`src/rtl/axi4lite_rr_master_pkg.sv`:
```
// Shared types and constants for the two-requester AXI4-Lite master.
package axi4lite_rr_master_pkg;

  typedef enum logic [2:0] {
    StIdle,
    StWrite,
    StBWait,
    StRead,
    StRWait,
    StResp
  } state_e;

  localparam logic [1:0] RESP_OKAY   = 2'b00;
  localparam logic [1:0] RESP_SLVERR = 2'b10;

endpackage

```
`src/rtl/rr_arbiter2.sv`:
```
// Two-way round-robin grant: on contention the requester that did not win last time wins.
module rr_arbiter2 (
  input  logic valid0,
  input  logic valid1,
  input  logic last_grant,
  output logic grant,
  output logic any_valid
);

  always_comb begin
    any_valid = valid0 | valid1;
    if (valid0 && valid1) begin
      grant = ~last_grant;
    end else begin
      grant = valid1;
    end
  end

endmodule

```
`src/rtl/axi4lite_rr_master.sv`:
```
// Shares one AXI4-Lite slave between two single-beat requesters, one transaction in flight.
module axi4lite_rr_master
  import axi4lite_rr_master_pkg::*;
#(
  parameter int unsigned ADDR_W = 2,
  parameter int unsigned DATA_W = 8
) (
  input  logic              s_axi_aclk,
  input  logic              s_axi_areset,
  input  logic              req0_valid,
  input  logic              req0_we,
  input  logic [ADDR_W-1:0] req0_addr,
  input  logic [DATA_W-1:0] req0_wdata,
  output logic              req0_ready,
  output logic              resp0_valid,
  output logic [DATA_W-1:0] resp0_rdata,
  output logic [1:0]        resp0_resp,
  input  logic              req1_valid,
  input  logic              req1_we,
  input  logic [ADDR_W-1:0] req1_addr,
  input  logic [DATA_W-1:0] req1_wdata,
  output logic              req1_ready,
  output logic              resp1_valid,
  output logic [DATA_W-1:0] resp1_rdata,
  output logic [1:0]        resp1_resp,
  output logic [ADDR_W-1:0] m_axi_awaddr,
  output logic              m_axi_awvalid,
  input  logic              m_axi_awready,
  output logic [DATA_W-1:0] m_axi_wdata,
  output logic              m_axi_wstrb,
  output logic              m_axi_wvalid,
  input  logic              m_axi_wready,
  input  logic [1:0]        m_axi_bresp,
  input  logic              m_axi_bvalid,
  output logic              m_axi_bready,
  output logic [ADDR_W-1:0] m_axi_araddr,
  output logic              m_axi_arvalid,
  input  logic              m_axi_arready,
  input  logic [DATA_W-1:0] m_axi_rdata,
  input  logic [1:0]        m_axi_rresp,
  input  logic              m_axi_rvalid,
  output logic              m_axi_rready
);

  state_e            state_q, state_d;
  logic              we_q, we_d;
  logic [ADDR_W-1:0] addr_q, addr_d;
  logic [DATA_W-1:0] wdata_q, wdata_d;
  logic              owner_q, owner_d;
  logic              last_grant_q, last_grant_d;
  logic              aw_pend_q, aw_pend_d;
  logic              w_pend_q, w_pend_d;
  logic [DATA_W-1:0] rdata_q, rdata_d;
  logic [1:0]        resp_q, resp_d;
  logic              grant, any_valid;

  rr_arbiter2 u_arb (
    .valid0     (req0_valid),
    .valid1     (req1_valid),
    .last_grant (last_grant_q),
    .grant      (grant),
    .any_valid  (any_valid)
  );

  always_comb begin
    state_d      = state_q;
    we_d         = we_q;
    addr_d       = addr_q;
    wdata_d      = wdata_q;
    owner_d      = owner_q;
    last_grant_d = last_grant_q;
    aw_pend_d    = aw_pend_q;
    w_pend_d     = w_pend_q;
    rdata_d      = rdata_q;
    resp_d       = resp_q;
    unique case (state_q)
      StIdle: begin
        if (any_valid) begin
          we_d         = grant ? req1_we : req0_we;
          addr_d       = grant ? req1_addr : req0_addr;
          wdata_d      = grant ? req1_wdata : req0_wdata;
          owner_d      = grant;
          last_grant_d = grant;
          aw_pend_d    = we_d;
          w_pend_d     = we_d;
          state_d      = we_d ? StWrite : StRead;
        end
      end
      StWrite: begin
        // AW and W retire independently; leave once neither is outstanding.
        aw_pend_d = aw_pend_q & ~m_axi_awready;
        w_pend_d  = w_pend_q & ~m_axi_wready;
        if (!aw_pend_d && !w_pend_d) state_d = StBWait;
      end
      StBWait: begin
        if (m_axi_bvalid) begin
          resp_d  = m_axi_bresp;
          rdata_d = '0;
          state_d = StResp;
        end
      end
      StRead: begin
        if (m_axi_arready) state_d = StRWait;
      end
      StRWait: begin
        if (m_axi_rvalid) begin
          resp_d  = m_axi_rresp;
          rdata_d = m_axi_rdata;
          state_d = StResp;
        end
      end
      StResp:  state_d = StIdle;
      default: state_d = StIdle;
    endcase
  end

  always_ff @(posedge s_axi_aclk or posedge s_axi_areset) begin
    if (s_axi_areset) begin
      state_q      <= StIdle;
      we_q         <= 1'b0;
      addr_q       <= '0;
      wdata_q      <= '0;
      owner_q      <= 1'b0;
      last_grant_q <= 1'b1;
      aw_pend_q    <= 1'b0;
      w_pend_q     <= 1'b0;
      rdata_q      <= '0;
      resp_q       <= RESP_OKAY;
    end else begin
      state_q      <= state_d;
      we_q         <= we_d;
      addr_q       <= addr_d;
      wdata_q      <= wdata_d;
      owner_q      <= owner_d;
      last_grant_q <= last_grant_d;
      aw_pend_q    <= aw_pend_d;
      w_pend_q     <= w_pend_d;
      rdata_q      <= rdata_d;
      resp_q       <= resp_d;
    end
  end

  // Ready is gated by reset so every output reads 0 while reset is held.
  assign req0_ready = !s_axi_areset && (state_q == StIdle) && !grant && req0_valid;
  assign req1_ready = !s_axi_areset && (state_q == StIdle) && grant && req1_valid;

  assign m_axi_awvalid = (state_q == StWrite) && aw_pend_q;
  assign m_axi_awaddr  = m_axi_awvalid ? addr_q : '0;
  assign m_axi_wvalid  = (state_q == StWrite) && w_pend_q;
  assign m_axi_wdata   = m_axi_wvalid ? wdata_q : '0;
  assign m_axi_wstrb   = m_axi_wvalid;
  assign m_axi_bready  = (state_q == StBWait);
  assign m_axi_arvalid = (state_q == StRead);
  assign m_axi_araddr  = m_axi_arvalid ? addr_q : '0;
  assign m_axi_rready  = (state_q == StRWait);

  assign resp0_valid = (state_q == StResp) && !owner_q;
  assign resp1_valid = (state_q == StResp) && owner_q;
  assign resp0_rdata = resp0_valid ? rdata_q : '0;
  assign resp1_rdata = resp1_valid ? rdata_q : '0;
  assign resp0_resp  = resp0_valid ? resp_q : '0;
  assign resp1_resp  = resp1_valid ? resp_q : '0;

endmodule

```
`config.mk`:
```
export PLATFORM = sky130hd
export DESIGN_NAME = axi4lite_rr_master
export DESIGN_NICKNAME = d
export VERILOG_FILES = /design/src/rtl/axi4lite_rr_master_pkg.sv /design/src/rtl/rr_arbiter2.sv /design/src/rtl/axi4lite_rr_master.sv
export SDC_FILE = /design/constraint.sdc
export NUM_CORES = 1
export LEC_CHECK = 0
export ABC_AREA = 1
export BUFFER_PORTS_ARGS = -buffer_cell sky130_fd_sc_hd__buf_2
export CORE_ASPECT_RATIO = 1.2
export CORE_MARGIN = 8
export CORE_UTILIZATION = 49
export DETAILED_ROUTE_END_ITERATION = 7
export GPL_TIMING_DRIVEN = 0
export PLACE_DENSITY_LB_ADDON = 0.05
export SETUP_SLACK_MARGIN = 0.1
export SLEW_MARGIN = 10
export SYNTH_ARGS = -nofsm -noshare
export SYNTH_HDL_FRONTEND = slang
export SYNTH_HIERARCHICAL = 1
export SYNTH_SLANG_ARGS = --single-unit
```
`constraint.sdc`:
```
create_clock -name s_axi_aclk -period 6.3 [get_ports s_axi_aclk]
set_input_delay 1.89 -clock s_axi_aclk [delete_from_list [all_inputs] [get_ports s_axi_aclk]]
set_output_delay 1.89 -clock s_axi_aclk [all_outputs]
set_load 0.02 [all_outputs]
```
# Word level (Yosys, flattened, before mapping)
# Index checks and enable logic that the tools add are counted.
# op_classes
eq_ne	10
reduce_logical	23
bitwise	6
muxes	27
# op_table
op	n
8-bit two-way mux	6
2-bit two-way mux	8
8-bit one-hot mux with 2 select lines	1
3-bit two-way mux	5
3-bit one-hot mux with 5 select lines	1
1-bit logical AND	11
2-bit != test, second input constant	4
3-bit by 2-bit equality test with 1-bit output, second input constant	2
3-bit equality test, second input constant	2
1-bit logical NOT	5
5-bit AND reduction	1
1-bit one-hot mux with 2 select lines	2
2-bit one-hot mux with 2 select lines	1
2-bit AND reduction	2
2-bit nonzero test	2
3-bit by 1-bit equality test with 1-bit output, second input constant	1
3-bit logical NOT	1
1-bit two-way mux	3
1-bit NOT	3
3-bit AND reduction	1
1-bit bitwise AND	2
2-bit by 1-bit != test with 1-bit output, second input constant	1
1-bit OR	1
# totals
output_inout_bits	42
ff_bits	27

# Depth between registers and ports, before layout
# Gate-level depths: netlist (run 1).
# depth
ltp_word	6
ltp_mapped	9
ltp_nobuf	9

# Modules after synthesis
# Netlist (run 1), hierarchy kept.
# by_module_without_submodules
mod	instances	seq_area_each_um2	area_each_um2	cells_each
axi4lite_rr_master	1	676.9	1679.1	238
rr_arbiter2	1	0.0	15.0	3

# Worst setup path after synthesis (run 1)
# No wires, ideal clock.
# synth_path
kind	input to output
startpoint	in s_axi_areset
endpoint	out req0_ready
required_time_ns	4.410
stages	3
arrival_ns	2.974
setup_slack_ns	1.436
path_buffers	0
cell_sequence	inv_1 > nand3_1 > nor2_1
# synth_via
elab_chain_cells	4
# synth_lines
item	line	source
start, declared	axi4lite_rr_master.sv:9	input logic s_axi_areset,
1-bit logical NOT	axi4lite_rr_master.sv:144	assign req0_ready = !s_axi_areset && (state_q == StIdle) && !grant && req0_valid;
1-bit logical AND (3 in series)	axi4lite_rr_master.sv:144	
end, declared	axi4lite_rr_master.sv:14	output logic req0_ready,
# No other way between the ends.

# Worst setup path after layout (run 1)
# Ends and elaborated chain as after synthesis.

==> results of run 1 <==
sequential cells by signal, summed over array words and instances (netlist names):
| name | count |
|---|---|
| aw_pend_q | 1 |
| wdata_q | 8 |
| owner_q | 1 |
| last_grant_q | 1 |
| resp_q | 2 |
| addr_q | 2 |
| state_q | 3 |
| rdata_q | 8 |
| w_pend_q | 1 |
logic make-up (layout without fill, tap and decap cells):
family | count (synthesis) | in the layout | share of synthesized area
AND/OR/NAND/NOR | 129 | 129 | 0.346
AO/OA/AOI/OAI | 30 | 30 | 0.110
buffers and inverters | 55 | 143 | 0.144
flip-flops | 27 | 27 | 0.400
worst max-delay path, stage by stage:
cell	delay, ns
buf_2	0.09
inv_1	0.74
nand3_1	0.27
nor2_1	0.13
buf_2	0.17
report_power, final:
group	switching [mW]	total (mW)	internal, mW
clock network	0.0556	0.100	0.0449
logic	0.315	0.483	0.168
registers	0.0346	0.292	0.257
per-stage QoR:
stage	instance area, µm²	setup slack, ns
floorplan	1690	1.44
global placement	2160	1.02
detailed placement	2160	1.00
CTS	2210	0.998
global route	2210	0.821
finish	2210	1.09
metal layers:
metal | part of all wire | track usage | up-vias
met5 | 0 | 0 | -
met4 | 0.0063 | 0.0423 | 0
met3 | 0.069 | 0.0468 | 2
met2 | 0.47 | 0.263 | 59
met1 | 0.46 | 0.187 | 765
li1 | - | - | 914
Yosys cell counts, drive strengths merged:
| library cell | n | share of area |
|---|---|---|
| dfstp | 1 | 0.016 |
| nand3b | 1 | 0.0066 |
| nor2 | 40 | 0.10 |
| clkbuf | 2 | 0.0044 |
| nand3 | 15 | 0.047 |
| dfrtp | 26 | 0.38 |
| nand2 | 57 | 0.13 |
| o21ai | 17 | 0.055 |
| nor3 | 3 | 0.0089 |
| nand4 | 2 | 0.0074 |
| a21oi | 3 | 0.011 |
| o211ai | 10 | 0.044 |
| inv | 44 | 0.097 |
| buf | 9 | 0.042 |
| or2 | 11 | 0.041 |
final timing paths:
| kind | start | end | slack [ns] | cells past startpoint |
|---|---|---|---|---|
| worst max-delay path | s_axi_areset | req0_ready | 1.09 | 5 |
| worst min-delay path | last_grant_q | last_grant_q | 0.49 | 2 |
| worst max register to register | last_grant_q | wdata_q[4] | 4.65 | 6 |
| worst min register to register | last_grant_q | last_grant_q | 0.49 | 2 |
| max in group asynchronous | s_axi_areset | addr_q[0] | 3.82 | 2 |
| min in group asynchronous | s_axi_areset | wdata_q[5] | 1.85 | 2 |
cell type report:
type,count,area (µm²),area share
inverter,44,165,0.0747
tap,37,46.3,0.0210
clock inverter,1,7.51,0.00340
buffer,11,78.8,0.0357
clock buffer,3,41.3,0.0187
multi-input combinational,159,773,0.350
sequential,27,677,0.306
timing repair buffer,84,420,0.190
==> out/results.txt, run 1 <==
Pleak -> 1.32 nW
Maximum VDD drop -> 0.245 mV
Worst setup path class -> primary input to output pin
Sink Count -> 27
Share of layout cells above drive strength 1 -> 0.383
Unique cell type count in the Yosys netlist -> 26
Die Y -> 80.4 µm
H-tree level count -> 1
Commonest non-fill, non-tap cell in the layout -> buf_2
Postcts setup bufs -> 0
Critical Path RT -> 4.41 ns
Commonest non-fill, non-tap cells in the layout -> buf_2 (87), nand2_1 (52), inv_1 (41)
Fin cells -> 366
Status -> finished clean
Placed insts -> 362
Post-cts resize count -> 0
Die width -> 69.7 µm
Setup_tns -> 0 ns
Highest clock rate -> 0.192 GHz
WL final -> 4450 µm
Initial antenna violation count -> 0
Final min period -> 5.21 ns
Pin count of the biggest net entering global routing -> 29
Syn Nets -> 284
PwrDens -> 396 mW/mm²
Register bit count reported by yosys -> 27
Worst skew pair latency -> 0.27 ns
Layout fillers -> 334
Via count -> 1740
Setup Viol. Count Final -> 0
Total die area -> 0.00560 mm²
Synth Warn # -> 6
Clock root cell -> clkbuf_8
Critical Path Fanout Max -> 28
Seq/Total Area, Yosys -> 0.400
1st-iter DRT viols -> 45
Hold Slack -> 0.487 ns
Final slew viol count -> 0
Std cell rows -> 23
RSZ-0062 raised after global routing -> no
Port Buffers -> 84
DRC errors left -> 0
Max-slew headroom -> 0.305
First-pass GRT wire length -> 7450 µm
Post-layout util -> 0.662
Post-detail-place hpwl -> 3620 µm
Crit path arrival time -> 3.32 ns
Vias per std cell -> 4.75
Clock Path Buffers -> 2
Clock-pin slew on the worst setup and hold paths -> 0.09 ns
Global route total overflow -> 0
CTS Buf Count -> 3
GPL Wtd Cong -> 0.835
Setup Skew -> 0.00185 ns
Core ar. -> 0.00334 mm²
Worst hold path type -> register to register
Slew at the pin with the worst max-slew slack -> 1.04 ns
Critical Path Sink Type -> output pin
CTS Hold Bufs -> 0
Antenna Nets Post-Route -> 0
Routed len/inst -> 12.2 µm
Design Power -> 0.875 mW
DRT Pass-1 Iters -> 4
Portion of the clock cycle consumed by the worst path in the final layout -> 0.826
Avg Cell Area, Syn -> 7.03 µm²
Max-cap violations -> 0
CTS tree -> yes
Total track usage -> 0.155
Diode count -> 0
Hold Vio Cnt, Final -> 0
Synth Cell Area -> 0.00169 mm²
Cell count after synthesis -> 241
Initial Util -> 0.507
Final Net Count -> 373
# IOs -> 85
Area added between synthesis and finish -> 30.4%
Crit start category -> primary input
Number of global-route vias before repair -> 1703
No activity file was read; power rests on OpenSTA's default activity.
==> inputs of run 2 (changes only) <==
--- a/config.mk
+++ b/config.mk
@@ -9,7 +9,7 @@
 export BUFFER_PORTS_ARGS = -buffer_cell sky130_fd_sc_hd__buf_2
 export CORE_ASPECT_RATIO = 1.2
 export CORE_MARGIN = 8
-export CORE_UTILIZATION = 49
+export CORE_UTILIZATION = 41
 export DETAILED_ROUTE_END_ITERATION = 7
 export GPL_TIMING_DRIVEN = 0
 export PLACE_DENSITY_LB_ADDON = 0.05
==> constraint.sdc (replaced) <==
create_clock -name s_axi_aclk -period 4.35 [get_ports s_axi_aclk]
set_input_delay 1.305 -clock s_axi_aclk [delete_from_list [all_inputs] [get_ports s_axi_aclk]]
set_output_delay 1.305 -clock s_axi_aclk [all_outputs]
set_load 0.02 [all_outputs]
==> out/results.txt, run 2 (synthesized netlist as in run 1, its figures left out) <==
R2r setup slk -> 2.65 ns
Crit path arrival time -> 2.50 ns
Routed len/inst -> 11.9 µm
Critical Path RT -> 3.04 ns
Sink Count -> 27
Sw power -> 0.593 mW
Pleak -> 1.31 nW
PwrDens -> 570 mW/mm²
DRT Pass-1 Iters -> 6
Die Y -> 86.4 µm
CTS Buf Count -> 3
Portion of the clock cycle consumed by the worst path in the final layout -> 0.875
Post-detail-place hpwl -> 3700 µm
Total track usage -> 0.153
Final slew viol count -> 0
Switching share of power -> 0.465
Internal power -> 0.681 mW
Worst skew pair latency -> 0.27 ns
Postcts setup bufs -> 0
Commonest non-fill, non-tap cells in the layout -> buf_2 (87), nand2_1 (52), inv_1 (40)
Sequential Power Share -> 0.333
Commonest non-fill, non-tap cell in the layout -> buf_2
# IOs -> 85
Hold Vio Cnt, Final -> 0
Port Buffers -> 84
Pin count of the biggest net entering global routing -> 29
Status -> finished clean
Setup Viol. Count Final -> 0
CTS tree -> yes
Final min period -> 3.81 ns
Core ar. -> 0.00394 mm²
Initial Util -> 0.430
Slew at the pin with the worst max-slew slack -> 0.613 ns
Critical Path Sink Type -> output pin
RSZ-0062 raised after global routing -> no
Dpl ws -> 0.190 ns
Area added between synthesis and finish -> 31.9%
Worst hold path type -> register to register
Setup Skew -> 0.00396 ns
Maximum VDD drop -> 0.227 mV
Share of layout cells above drive strength 1 -> 0.386
Std cell rows -> 25
Die width -> 74.7 µm
Fin cells -> 383
Setup_tns -> 0 ns
DRC errors left -> 0
Diode count -> 0
Total die area -> 0.00645 mm²
Placed insts -> 379
Clock root cell -> clkbuf_8
1st-iter DRT viols -> 64
Post-cts resize count -> 0
Gate power share -> 0.551
Biggest registers after layout -> rdata_q: 8 flops, wdata_q: 8 flops, state_q: 3 flops
WL final -> 4550 µm
First-pass GRT wire length -> 7980 µm
Vias per std cell -> 4.47
Crit start category -> primary input
Max-slew headroom -> 0.591
Global route total overflow -> 0
GPL Wtd Cong -> 0.816
Layout fillers -> 413
Critical Path Fanout Max -> 10
Antenna Nets Post-Route -> 0
Final Net Count -> 373
H-tree level count -> 1
Clock Path Buffers -> 2
CTS Hold Bufs -> 0
Highest clock rate -> 0.263 GHz
Worst setup path class -> primary input to output pin
Number of global-route vias before repair -> 1794
Max-cap violations -> 0
Initial antenna violation count -> 0
Clock power share -> 0.117
Final worst slack -> 0.543 ns
Via count -> 1713
Clock-pin slew on the worst setup and hold paths -> 0.10 ns
-- run 2: changes by cell type in the layout (fill, tap and decap cells not counted), sizes merged --
| cell | previous run | this run |
|---|---|---|
| clkinvlp | 1 | 2 |
| inv | 44 | 43 |
-- run 2: per-layer routing --
metal,track usage,part of all wire
met1,0.189,0.45
met2,0.251,0.46
met3,0.0381,0.082
met4,0.0429,0.010
met5,0,0
-- run 2: metrics by stage --
stage / hold WS, ns / instance area, µm² / utilization / power (mW)
after floorplan: 0.449 / 1690 / - / 0.959
after global placement: 0.464 / 2180 / 0.554 / 1.13
after detailed placement: 0.467 / 2180 / 0.554 / 1.14
after CTS: 0.492 / 2230 / 0.566 / 1.29
after global routing: 0.531 / 2230 / 0.567 / 1.41
final: 0.486 / 2230 / 0.567 / 1.27
-- run 2: worst paths after layout --
kind / start / cells past startpoint / to
setup / recovery: req1_valid / 7 / req1_ready
hold / removal: rdata_q[7] / 2 / rdata_q[7]
hold reg to reg: rdata_q[7] / 2 / rdata_q[7]
setup reg to reg: last_grant_q / 6 / wdata_q[4]
min in group asynchronous: s_axi_areset / 2 / wdata_q[5]
max in group asynchronous: s_axi_areset / 2 / last_grant_q
-- run 2: cell type report --
type	count	area, µm²	area share
Sequential cell	27	677	0.303
Clock inverter	1	7.51	0.00336
Timing Repair Buffer	84	420	0.188
Multi-Input combinational cell	159	773	0.346
Inverter	44	169	0.0756
Tap cell	54	67.6	0.0302
Clock buffer	3	41.3	0.0185
Buffer	11	78.8	0.0353
-- run 2: power by group through the flow --
stage / clock [mW] / combinational, mW / sequential (mW)
after CTS: 0.154 / 0.713 / 0.426
final: 0.149 / 0.701 / 0.424
after floorplan: 0 / 0.543 / 0.416
after detailed placement: 0 / 0.711 / 0.429
after global routing: 0.162 / 0.805 / 0.440
after global placement: 0 / 0.704 / 0.425
-- run 2: critical path, cell delays in order --
cell and delay (ns):
buf_2 0.10, inv_1 0.04, a21oi_1 0.29, clkbuf_1 0.41
nand2_1 0.09, nor2_1 0.11, buf_2 0.17
==> inputs of run 3 (changes only) <==
--- a/config.mk
+++ b/config.mk
@@ -13,8 +13,8 @@
 export DETAILED_ROUTE_END_ITERATION = 7
 export GPL_TIMING_DRIVEN = 0
 export PLACE_DENSITY_LB_ADDON = 0.05
+export REMOVE_ABC_BUFFERS = 1
 export SETUP_SLACK_MARGIN = 0.1
-export SLEW_MARGIN = 10
 export SYNTH_ARGS = -nofsm -noshare
 export SYNTH_HDL_FRONTEND = slang
 export SYNTH_HIERARCHICAL = 1
==> out/results.txt, run 3 (synthesized netlist as in run 1, its figures left out) <==
RSZ-0062 raised after global routing -> no
Setup Skew -> 0.00559 ns
Final slew viol count -> 0
Sw power -> 0.573 mW
DRC errors left -> 0
Hold Slack -> 0.486 ns
Diode count -> 0
Initial antenna violation count -> 0
Clock-pin slew on the worst setup and hold paths -> 0.10 ns
Routing usage on met1 -> 0.182
Core ar. -> 0.00394 mm²
WL final -> 4380 µm
Crit path arrival time -> 2.58 ns
Initial Util -> 0.430
Switching share of power -> 0.474
Worst R2R Start -> last_grant_q
Routed len/inst -> 11.8 µm
Hold Vio Cnt, Final -> 0
Sink Count -> 27
Post-detail-place hpwl -> 3500 µm
Total die area -> 0.00645 mm²
CTS tree -> yes
Clock Path Buffers -> 2
Maximum VDD drop -> 0.219 mV
Commonest non-fill, non-tap cells in the layout -> buf_2 (84), nand2_1 (52), inv_1 (40)
Sequential Power Share -> 0.369
Status -> finished clean
Clock power share -> 0.123
Max-slew headroom -> 0.593
Final Net Count -> 362
First-pass GRT wire length -> 7540 µm
Postcts setup bufs -> 0
Critical Path RT -> 3.04 ns
Met2 Use GR -> 0.236
Slew at the pin with the worst max-slew slack -> 0.609 ns
Worst skew pair latency -> 0.27 ns
Placed insts -> 368
Crit start category -> primary input
Final min period -> 3.88 ns
Crit-path max cell delay -> 0.50 ns
Internal power -> 0.636 mW
Total track usage -> 0.145
GRT met3 Usage -> 0.0393
Worst setup path class -> primary input to output pin
Worst hold path type -> register to register
H-tree level count -> 1
Via count -> 1670
Pin count of the biggest net entering global routing -> 29
CTS Hold Bufs -> 0
Highest clock rate -> 0.258 GHz
Pleak -> 1.27 nW
Portion of the clock cycle consumed by the worst path in the final layout -> 0.892
Commonest non-fill, non-tap cell in the layout -> buf_2
Biggest registers after layout -> rdata_q: 8 flops, wdata_q: 8 flops, state_q: 3 flops
HP Start -> rdata_q[3]
Number of global-route vias before repair -> 1696
Die width -> 74.7 µm
Die Y -> 86.4 µm
Std cell rows -> 25
Share of layout cells above drive strength 1 -> 0.374
Clock root cell -> clkbuf_8
Design Power -> 1.21 mW
Crit path cell chain -> buf_2, a21oi_2, inv_1, nand2_1, nor2_1, buf_2
GPL Wtd Cong -> 0.786
Port Buffers -> 84
Most frequent CP cell -> buf_2
Vias per std cell -> 4.49
CTS Buf Count -> 3
DRT Pass-1 Iters -> 4
Gate power share -> 0.508
Max-cap violations -> 0
Crit-path slowest cell -> a21oi_2
Fin cells -> 372
Grt peak-use layer -> met2
Global route total overflow -> 0
Critical Path Fanout Max -> 14
Setup crit start -> req0_valid
PwrDens -> 560 mW/mm²
Setup_tns -> 0 ns
Setup Viol. Count Final -> 0
Area added between synthesis and finish -> 27.5%
# IOs -> 85
1st-iter DRT viols -> 65
Post-cts resize count -> 1
Critical Path Sink Type -> output pin
Antenna Nets Post-Route -> 0
run 3: power groups by stage:
stage               logic [mW]  registers, mW  clock network [mW]
finish                   0.614          0.447               0.148
global route             0.720          0.462               0.162
CTS                      0.626          0.448               0.153
detailed placement       0.623          0.452                   0
global placement         0.619          0.450                   0
floorplan                0.471          0.434                   0
run 3: layer usage:
metal	share of wire	up-vias
met5	0	-
met4	0.0048	0
met3	0.10	2
met2	0.45	60
met1	0.44	718
li1	-	890
run 3: metrics by stage:
step                      cell area, µm²  setup slack (ns)  utilization
after floorplan                     1620             0.656            -
after global placement              2100            0.0409        0.534
after detailed placement            2100            0.0909        0.534
after CTS                           2160             0.213        0.547
after global routing                2160             0.331        0.548
final                               2160             0.468        0.548
run 3: cell type report:
cell class	instances	area, µm²
Fill cell	408	1780
Tap cell	54	67.6
Multi-Input combinational cell	159	777
Clock inverter	1	7.51
Sequential cell	27	677
Inverter	44	169
Clock buffer	3	41.3
Timing Repair Buffer	84	420
run 3: worst paths after layout:
check,end,slack [ns],cells after the start
worst max-delay path,req0_ready,0.47,6
worst min-delay path,rdata_q[3],0.49,2
worst max register to register,wdata_q[6],2.49,5
worst min register to register,rdata_q[3],0.49,2
max in group asynchronous,last_grant_q,2.89,2
min in group asynchronous,aw_pend_q,1.09,2
run 3: critical path, delay by kind of cell:
kind | cells | cell delay (ns)
AND/OR/NAND/NOR | 2 | 0.17
AO/OA/AOI/OAI | 1 | 0.50
buffers and inverters | 3 | 0.60
